## src/rtl/csm_lockmem.sv

```systemverilog
// rtl/csm_lockmem.sv - N-port shared memory with per-address hold/release locking
//
// Ports:
//   clk        : single clock, all state updates on the rising edge
//   reset      : asynchronous active-high reset, clears memory, locks and responses
//   req_valid  : per-port request strobe
//   req_op     : per-port op, 2 bits each (0 read, 1 write, 2 hold, 3 release)
//   req_addr   : per-port address, ADDR_W bits each
//   req_wdata  : per-port write data, DATA_W bits each
//   rsp_valid  : per-port response strobe, one cycle after the request
//   rsp_rdata  : per-port read data (0 unless a permitted read)
//   rsp_err    : per-port error (0 ok, 1 locked by other, 2 write collision, 3 bad release)
//   lock_map   : bit i set while address i is held
module csm_lockmem #(
    parameter int NPORTS       = 2,
    parameter int DATA_W       = 8,
    parameter int ADDR_W       = 3,
    parameter int HOLD_TIMEOUT = 0
) (
    input  logic                     clk,
    input  logic                     reset,
    input  logic [NPORTS-1:0]        req_valid,
    input  logic [NPORTS*2-1:0]      req_op,
    input  logic [NPORTS*ADDR_W-1:0] req_addr,
    input  logic [NPORTS*DATA_W-1:0] req_wdata,
    output logic [NPORTS-1:0]        rsp_valid,
    output logic [NPORTS*DATA_W-1:0] rsp_rdata,
    output logic [NPORTS*2-1:0]      rsp_err,
    output logic [2**ADDR_W-1:0]     lock_map
);

    localparam int DEPTH = 2 ** ADDR_W;
    localparam int OW    = (NPORTS > 1) ? $clog2(NPORTS) : 1;
    localparam int CW    = (HOLD_TIMEOUT > 0) ? $clog2(HOLD_TIMEOUT + 1) : 1;

    localparam logic [1:0] OP_READ    = 2'd0;
    localparam logic [1:0] OP_WRITE   = 2'd1;
    localparam logic [1:0] OP_HOLD    = 2'd2;
    localparam logic [1:0] OP_RELEASE = 2'd3;

    localparam logic [1:0] ERR_OK      = 2'd0;
    localparam logic [1:0] ERR_LOCKED  = 2'd1;
    localparam logic [1:0] ERR_COLLIDE = 2'd2;
    localparam logic [1:0] ERR_RELEASE = 2'd3;

    logic [DATA_W-1:0] mem        [DEPTH];
    logic [DEPTH-1:0]  lock_valid;
    logic [OW-1:0]     lock_owner [DEPTH];
    logic [CW-1:0]     hold_cnt   [DEPTH];

    logic [DEPTH-1:0]         lv_n;
    logic [OW-1:0]            lo_n     [DEPTH];
    logic [CW-1:0]            cnt_n    [DEPTH];
    logic [DEPTH-1:0]         touched;
    logic [DEPTH-1:0]         wr_taken;
    logic [NPORTS-1:0]        wr_en;
    logic [NPORTS*DATA_W-1:0] rdata_n;
    logic [NPORTS*2-1:0]      err_n;
    logic [ADDR_W-1:0]        a;
    logic [1:0]               op;
    logic                     own_ok;

    // Ports are resolved in index order; lv_n/lo_n carry the lock effects of
    // lower-numbered ports forward so that higher ports see them.
    always_comb begin
        lv_n     = lock_valid;
        lo_n     = lock_owner;
        cnt_n    = hold_cnt;
        touched  = '0;
        wr_taken = '0;
        wr_en    = '0;
        rdata_n  = '0;
        err_n    = '0;
        a        = '0;
        op       = '0;
        own_ok   = 1'b0;
        for (int k = 0; k < NPORTS; k++) begin
            if (req_valid[k]) begin
                a      = req_addr[k*ADDR_W +: ADDR_W];
                op     = req_op[k*2 +: 2];
                own_ok = !lv_n[a] || (lo_n[a] == OW'(k));
                case (op)
                    OP_READ: begin
                        // Reads see start-of-cycle memory (read-before-write).
                        if (own_ok) rdata_n[k*DATA_W +: DATA_W] = mem[a];
                        else        err_n[k*2 +: 2] = ERR_LOCKED;
                    end
                    OP_WRITE: begin
                        if (!own_ok) begin
                            err_n[k*2 +: 2] = ERR_LOCKED;
                        end else if (wr_taken[a]) begin
                            err_n[k*2 +: 2] = ERR_COLLIDE;
                        end else begin
                            wr_taken[a] = 1'b1;
                            wr_en[k]    = 1'b1;
                        end
                    end
                    OP_HOLD: begin
                        if (own_ok) begin
                            lv_n[a]    = 1'b1;
                            lo_n[a]    = OW'(k);
                            touched[a] = 1'b1;
                        end else begin
                            err_n[k*2 +: 2] = ERR_LOCKED;
                        end
                    end
                    default: begin
                        if (lv_n[a] && (lo_n[a] == OW'(k))) begin
                            lv_n[a]    = 1'b0;
                            touched[a] = 1'b1;
                        end else begin
                            err_n[k*2 +: 2] = ERR_RELEASE;
                        end
                    end
                endcase
            end
        end
        // Expiry: an owner hold/release this cycle (touched) restarts or clears
        // the counter and so wins over expiry.
        for (int i = 0; i < DEPTH; i++) begin
            if (touched[i] || !lv_n[i]) begin
                cnt_n[i] = '0;
            end else if (HOLD_TIMEOUT > 0) begin
                if (hold_cnt[i] == CW'(HOLD_TIMEOUT - 1)) begin
                    lv_n[i]  = 1'b0;
                    cnt_n[i] = '0;
                end else begin
                    cnt_n[i] = hold_cnt[i] + CW'(1);
                end
            end else begin
                cnt_n[i] = '0;
            end
        end
    end

    always_ff @(posedge clk or posedge reset) begin
        if (reset) begin
            for (int i = 0; i < DEPTH; i++) begin
                mem[i]        <= '0;
                lock_owner[i] <= '0;
                hold_cnt[i]   <= '0;
            end
            lock_valid <= '0;
            rsp_valid  <= '0;
            rsp_rdata  <= '0;
            rsp_err    <= '0;
        end else begin
            // At most one permitted writer per address, so these never overlap.
            for (int k = 0; k < NPORTS; k++) begin
                if (wr_en[k]) mem[req_addr[k*ADDR_W +: ADDR_W]] <= req_wdata[k*DATA_W +: DATA_W];
            end
            for (int i = 0; i < DEPTH; i++) begin
                lock_owner[i] <= lo_n[i];
                hold_cnt[i]   <= cnt_n[i];
            end
            lock_valid <= lv_n;
            rsp_valid  <= req_valid;
            rsp_rdata  <= rdata_n;
            rsp_err    <= err_n;
        end
    end

    assign lock_map = lock_valid;

endmodule

```

## config.mk

```make
export PLATFORM = sky130hd
export DESIGN_NAME = csm_lockmem
export DESIGN_NICKNAME = d
export VERILOG_FILES = /design/src/rtl/csm_lockmem.sv
export SDC_FILE = /design/constraint.sdc
export NUM_CORES = 1
export LEC_CHECK = 0
export CAP_MARGIN = 10
export CELL_PAD_IN_SITES_DETAIL_PLACEMENT = 1
export CELL_PAD_IN_SITES_GLOBAL_PLACEMENT = 1
export CORE_MARGIN = 2
export CORE_UTILIZATION = 42
export DETAILED_ROUTE_END_ITERATION = 8
export PLACE_DENSITY_LB_ADDON = 0.25
export SYNTH_ARGS = -nofsm -noshare
export SYNTH_HDL_FRONTEND = slang
export SYNTH_SLANG_ARGS = --single-unit
```

## constraint.sdc

```tcl
create_clock -name clk -period 3.23 [get_ports clk]
set_input_delay 0.4845 -clock clk [delete_from_list [all_inputs] [get_ports clk]]
set_output_delay 0.4845 -clock clk [all_outputs]
set_load 0.005 [all_outputs]
```

# Word level (Yosys, flattened, before mapping)
# Memory sizes are Yosys's and may differ from the RTL's.
# Cells that the tools add are included.
# Widths: inputs -> output; s select.
# op_classes
n_lt_le_gt_ge,8
n_eq_ne,4
mux,79
bitwise_logic,12
reduce_logical,16
# ops
op,count
$mux 8,28
$bwmux 64,2
$mux 64,2
$bmux 8 s3,2
$demux 8 s3,2
$pmux 8 s2,2
$and 8x8->8,3
$not 8->8,3
$or 8x8->8,3
$mux 1,22
$mux 2,8
$bmux 1 s3,5
$demux 1 s3,4
$ge 4x4->1 const B,2
$lt 3x4->1 const B,2
$lt 4x1->1 const B,2
$not 3->4,2
$pmux 2 s2,2
$reduce_or 2->1,4
$ge 3x1->1 const B,2
$logic_and 1x1->1,6
$eq 2x1->1 const B,2
$eq 2x2->1 const B,2
$logic_not 2->1,2
other kinds (3),5
# word_totals
reg_bits,102
romBits,8
inputBits,30
out_inout_bits,30
elab_cells,140
memories,1
# mem_list
name,words,word_bits,read_ports,rd_clocked_by_memory_dff,write_ports,line,text
(no name shown),8,1,1,0,0,91,end else if (wr_taken[a]) begin

# Logic depth before layout (Yosys ltp)
# depth
depth_word,18
mapped_depth,12
depth_no_buf,8

# Worst setup path before layout
# OpenSTA, ideal clock, no wires.
# synth_path
kind,input to register
start,in req_addr[0]
end,reg mem[18] (netlist bit)
setup_time_ns,0.125
t_arrival_ns,2.993
t_required_ns,3.105
slack_ns,0.112
stages,11
cell_sequence,buf_6 -> buf_2 -> or3_1 -> nor3_1 -> o22ai_1 -> a311o_1 -> nor4_2 -> a211oi_2 -> buf_6 -> nor3_4 -> mux2_4
# synth_between
elab_chain_len,18
elab_cells_between_ends,61
classes_between,order compare: 4; mux: 42; bitwise: 7; reduce/logical: 7; memory: 1
# synth_rtl
element,line,text
from (decl),24,"input logic [NPORTS*ADDR_W-1:0] req_addr,"
$not 3->4 (not written as such),--,
$ge 4x4->1 (not written as such) / $lt 4x1->1 (equally long branches),"101, 150",
$logic_and 1x1->1 (not written as such),"101, 150",
$mux 1 (not written as such),101,lo_n[a] = OW'(k);
$demux 1 s3,101,
$not 8->8 (no line),--,
$and 8x8->8 (no line),--,
$mux 8,99,if (own_ok) begin
$mux 8,82,case (op)
$mux 8,78,if (req_valid[k]) begin
$bmux 1 s3,81,own_ok = !lv_n[a] || (lo_n[a] == OW'(k));
$mux 1 (not written as such) (2 in a row),81,
$logic_or 1x1->1,81,
$mux 1,89,if (!own_ok) begin
$mux 1,82,
$mux 1,78,
$mux 64 *,150,if (wr_en[k]) mem[req_addr[k*ADDR_W +: ADDR_W]] <= req_wdata[k*DATA_W +: DATA_W];
"to (signal, indexed assignment)",150,
to (decl),46,logic [DATA_W-1:0] mem [DEPTH];
# Mark *: on every way between the ends. The rest lies on a longest branch, timed or not. The select of a mux whose other input is x is not followed.

# Worst setup path after layout
# layout_path
start,reg lock_owner[4] (netlist bit)
end,reg mem[18] (netlist bit)
# layout_between
elab_chain_len,16
elab_cells_between_ends,36
classes_between,mux: 30; bitwise: 2; reduce/logical: 4
# layout_rtl
element,line,text
from (decl),48,logic [OW-1:0] lock_owner [DEPTH];
"from (signal, indexed assignment)",153,lock_owner[i] <= lo_n[i];
$bmux 1 s3,"81, 108",
$mux 1 (not written as such) (2 in a row),"81, 108",
$not 1->1,"81, 108",
$logic_and 1x1->1 / $logic_or 1x1->1 (equally long branches),"108, 81",
"$mux 8, on equally long branches","108, 99",
$pmux 8 s2 / $mux 8 (equally long branches),82,
$mux 8,78,
$bmux 1 s3,81,
$mux 1 (not written as such),81,
$logic_not 1->1 / $mux 1 (equally long branches),81,
$logic_or 1x1->1,81,
$mux 1,89,
$mux 1,82,
$mux 1,78,
$mux 64 *,150,
# Marks and branches as above.

==> flow_metrics.py <==
metrics = {
    "status": {
        "status": "finished clean",
    },
    "routing": {
        "post-route-drc-count": 0,
        "wl_per_cell_um": 27.6,
        "final_antenna_net_count": 0,
        "drt_iter0_markers": 476,
        "dr.pass1.iters": 5,
        "vias": 6018,
        "via_per_inst": 6.40,
        "wl_um": 26000,
    },
    "floorplan": {
        "core_area_um2": 14600,
        "ios": 60,
        "die_width_um": 127,
        "initial_core_util_pct": 43.3,
        "die-area_um2": 16100,
        "row_count": 44,
        "die_y_um": 127,
    },
    "worst_setup_path": {
        "critPathMaxFanout": 8,
        "worstSetupPathType": "register to register",
        "critPathMostFrequentCell": "mux2_4",
        "ff2ff_path_depth": 11,
        "required_ps": 3470,
        "worst_ep_arrival_time_ps": 3430,
        "r2r-start": "lock_owner[4]",
        "endpoint_kind": "register",
        "crit_start": "lock_owner[4]",
        "path_cells": "mux4_2, mux2_4, a31o_4, o211ai_1, nand4_1, a211oi_4, buf_6, buf_16, nor3_4, buf_12, mux2_4",
        "cpMaxStageDelayCell": "mux4_2",
        "critPathLaunchType": "register",
        "cp_slowest_stage_delay_ps": 470,
    },
    "timing": {
        "setup_viol": 0,
        "relSlewSlack_pct": 49.8,
        "fin_crit_sh_pct": 99.0,
        "min_period_ps": 3200,
        "rsz0062_at_grt": "yes",
        "fin_hold_ws_ps": 597,
        "fmax_mhz": 313,
        "hold_viol": 0,
        "skew_ps": 13.0,
        "worst_slew_pin_slew_ps": 753,
        "final_max_slew_viol_count": 0,
    },
    "layout": {
        "antenna_cells": 0,
        "ff_latch_area_um2": 2550,
        "post-route-util_pct": 59.2,
        "drive_above_1_share_pct": 40.0,
        "fin_area_um2": 8660,
        "area_growth_syn_to_layout_pct": 36.6,
        "fin_nets": 783,
        "multiInputGateArea_um2": 3730,
        "fillers": 1550,
    },
    "cts": {
        "cts-root-buf": "clkbuf_16",
        "insertion_delay_ps": 360,
        "cts_hold_buf": 0,
        "clock-sinks": 102,
        "htreeDepth": 3,
        "cts_buffers": 9,
        "cts_tree": "yes",
        "cts_buffer_depth": 2,
        "clkTransAtPathRegs_ps": 70,
    },
    "synth": {
        "yosysTopAreaCellShare_pct": 40.2,
        "synth_commonest_cells": "dfrtp_1 (102), mux2_2 (57), mux2_4 (50)",
        "synth_fp_nets": 600,
        "ys_seq_area_share_pct": 40.2,
        "synth.avg_cell_area_um2": 11.1,
        "synthesis.area_um2": 6340,
        "synth_edf_count": 0,
        "yosys.area.top_type": "dfrtp_1",
        "netlist_instances": 570,
        "yosys_register_bits": 102,
        "synth_flop_cell": "dfrtp_1",
        "async_flop_share_pct": 100,
        "synthTopCellsByArea": "dfrtp_1 (40%), mux2_4 (12%), mux2_2 (10%), o22ai_1 (4.6%), mux2i_1 (3.3%)",
        "yosysUniqueCellTypes": 59,
        "yosysMostFrequentCell": "dfrtp_1",
        "synth_warnings": 0,
    },
    "global_routing": {
        "grt_pass1_vias": 6485,
        "grt_max_degree": 56,
        "overflow": 0,
        "antenna_found_initial": 0,
        "grt_first_pass_wirelength_um": 39700,
        "grtUsageTotal_pct": 32.8,
    },
    "job": {
        "maxCapViolCount": 0,
    },
    "min_path": {
        "hp-start": "lock_owner[4]",
        "holdPathStages": 2,
        "worstHoldPathType": "register to register",
    },
    "power": {
        "powerDensity_nw_per_um2": 551,
        "power_switching_uw": 1550,
        "p_sw_share_pct": 32.5,
        "max-vdd-ir-drop_mv": 0.314,
        "p_int_uw": 3230,
        "pwr-share-seq_pct": 40.3,
        "p_comb_share_pct": 35.4,
        "p_leak_uw": 0.00378,
        "power.clock.fraction_pct": 24.3,
    },
    "placed_design": {
        "dp_hpwl_um": 17400,
        "port_buffers": 59,
        "place_area_um2": 8030,
        "routabilityCongestion": 0.963,
    },
}
placed cells by master, fill, tap and decap left out, types with 9 or more instances in the layout:
cell,count
buf_4,129
dfrtp_1,102
mux2_2,57
clkdlybuf4s50_1,56
mux2_4,50
o22ai_1,47
nor2_1,38
nand2_1,26
o21ai_0,20
mux2i_1,19
nor2b_1,11
and3_1,10
buf_12,10
nand3_1,9
o211ai_1,9
o221ai_1,9
nor4_1,9
clkbuf_16,9
what timing repair did:
action                     4_1_cts  5_1_grt
hold endpoints to repair         0        0
gates cloned                     2        0
pin swaps                       16        7
gates resized for setup         15       12
setup endpoints to repair       87       72
setup buffers                   13        5
power groups by stage:
stage / registers, uW / clock network, uW / logic (uW)
after floorplan: 1810 / 0 / 978
after CTS: 1910 / 1170 / 1640
after global routing: 1960 / 1220 / 1790
after global placement: 1900 / 0 / 1500
after detailed placement: 1920 / 0 / 1550
final: 1920 / 1160 / 1690
layer usage:
layer | GRT usage (%) | routed length, um
met2 | 55.2 | 12700
met3 | 5.27 | 1840
met4 | 18.0 | 1530
met1 | 40.4 | 9970
met5 | 0 | 0
path summary, 6_finish.rpt:
kind                                      end  slack, ps
worst max-delay path                  mem[18]         30
worst min-delay path            lock_owner[4]        600
worst max register to register        mem[18]         30
worst min register to register  lock_owner[4]        600
max in group asynchronous         lock_map[1]       1880
min in group asynchronous         lock_map[2]        610
sequential cells by signal, indices dropped and copies added (netlist names):
name / cells
rsp_valid: 2
lock_owner: 8
lock_map: 8
rsp_err: 4
mem: 64
rsp_rdata: 16
stage by stage:
step | TNS, ps | setup slack [ps] | instances | total power (uW)
finish | 0 | 33.4 | 941 | 4780
global placement | -55550 | -802 | 908 | 3400
CTS | 0 | 0.178 | 938 | 4720
global route | -72.7 | -20.8 | 941 | 4980
floorplan | 0 | 70.0 | 570 | 2790
detailed placement | -61980 | -890 | 908 | 3480
layout make-up:
cell class                 instances  share of cell area, %
clock buffer                      11                   2.92
clock inverter                     4                  0.606
inverter                           5                  0.245
multi-input combinational        432                   43.0
sequential                       102                   29.5
tap                              184                   2.66
timing repair buffer             203                   21.1
kinds of logic (layout without fill, tap and decap cells):
kind of cell / after synthesis / in the layout / synth area share [%]
buffers and inverters: 37 / 223 / 2.64
flip-flops: 102 / 102 / 40.2
AO/OA/AOI/OAI: 139 / 140 / 15.2
XOR/XNOR: 3 / 3 / 0.414
AND/OR/NAND/NOR: 151 / 151 / 14.1
multiplexers: 138 / 138 / 27.4
critical path, delay by kind of cell, from the launching register on:
family / cells / cell delay, ps
AOI/OAI and AO/OA: 3 / 870
buffers and inverters: 3 / 440
DFF: 1 / 410
muxes: 3 / 1080
and+or+nand+nor: 2 / 270
Note: power is estimated with default switching activity, not from simulation.
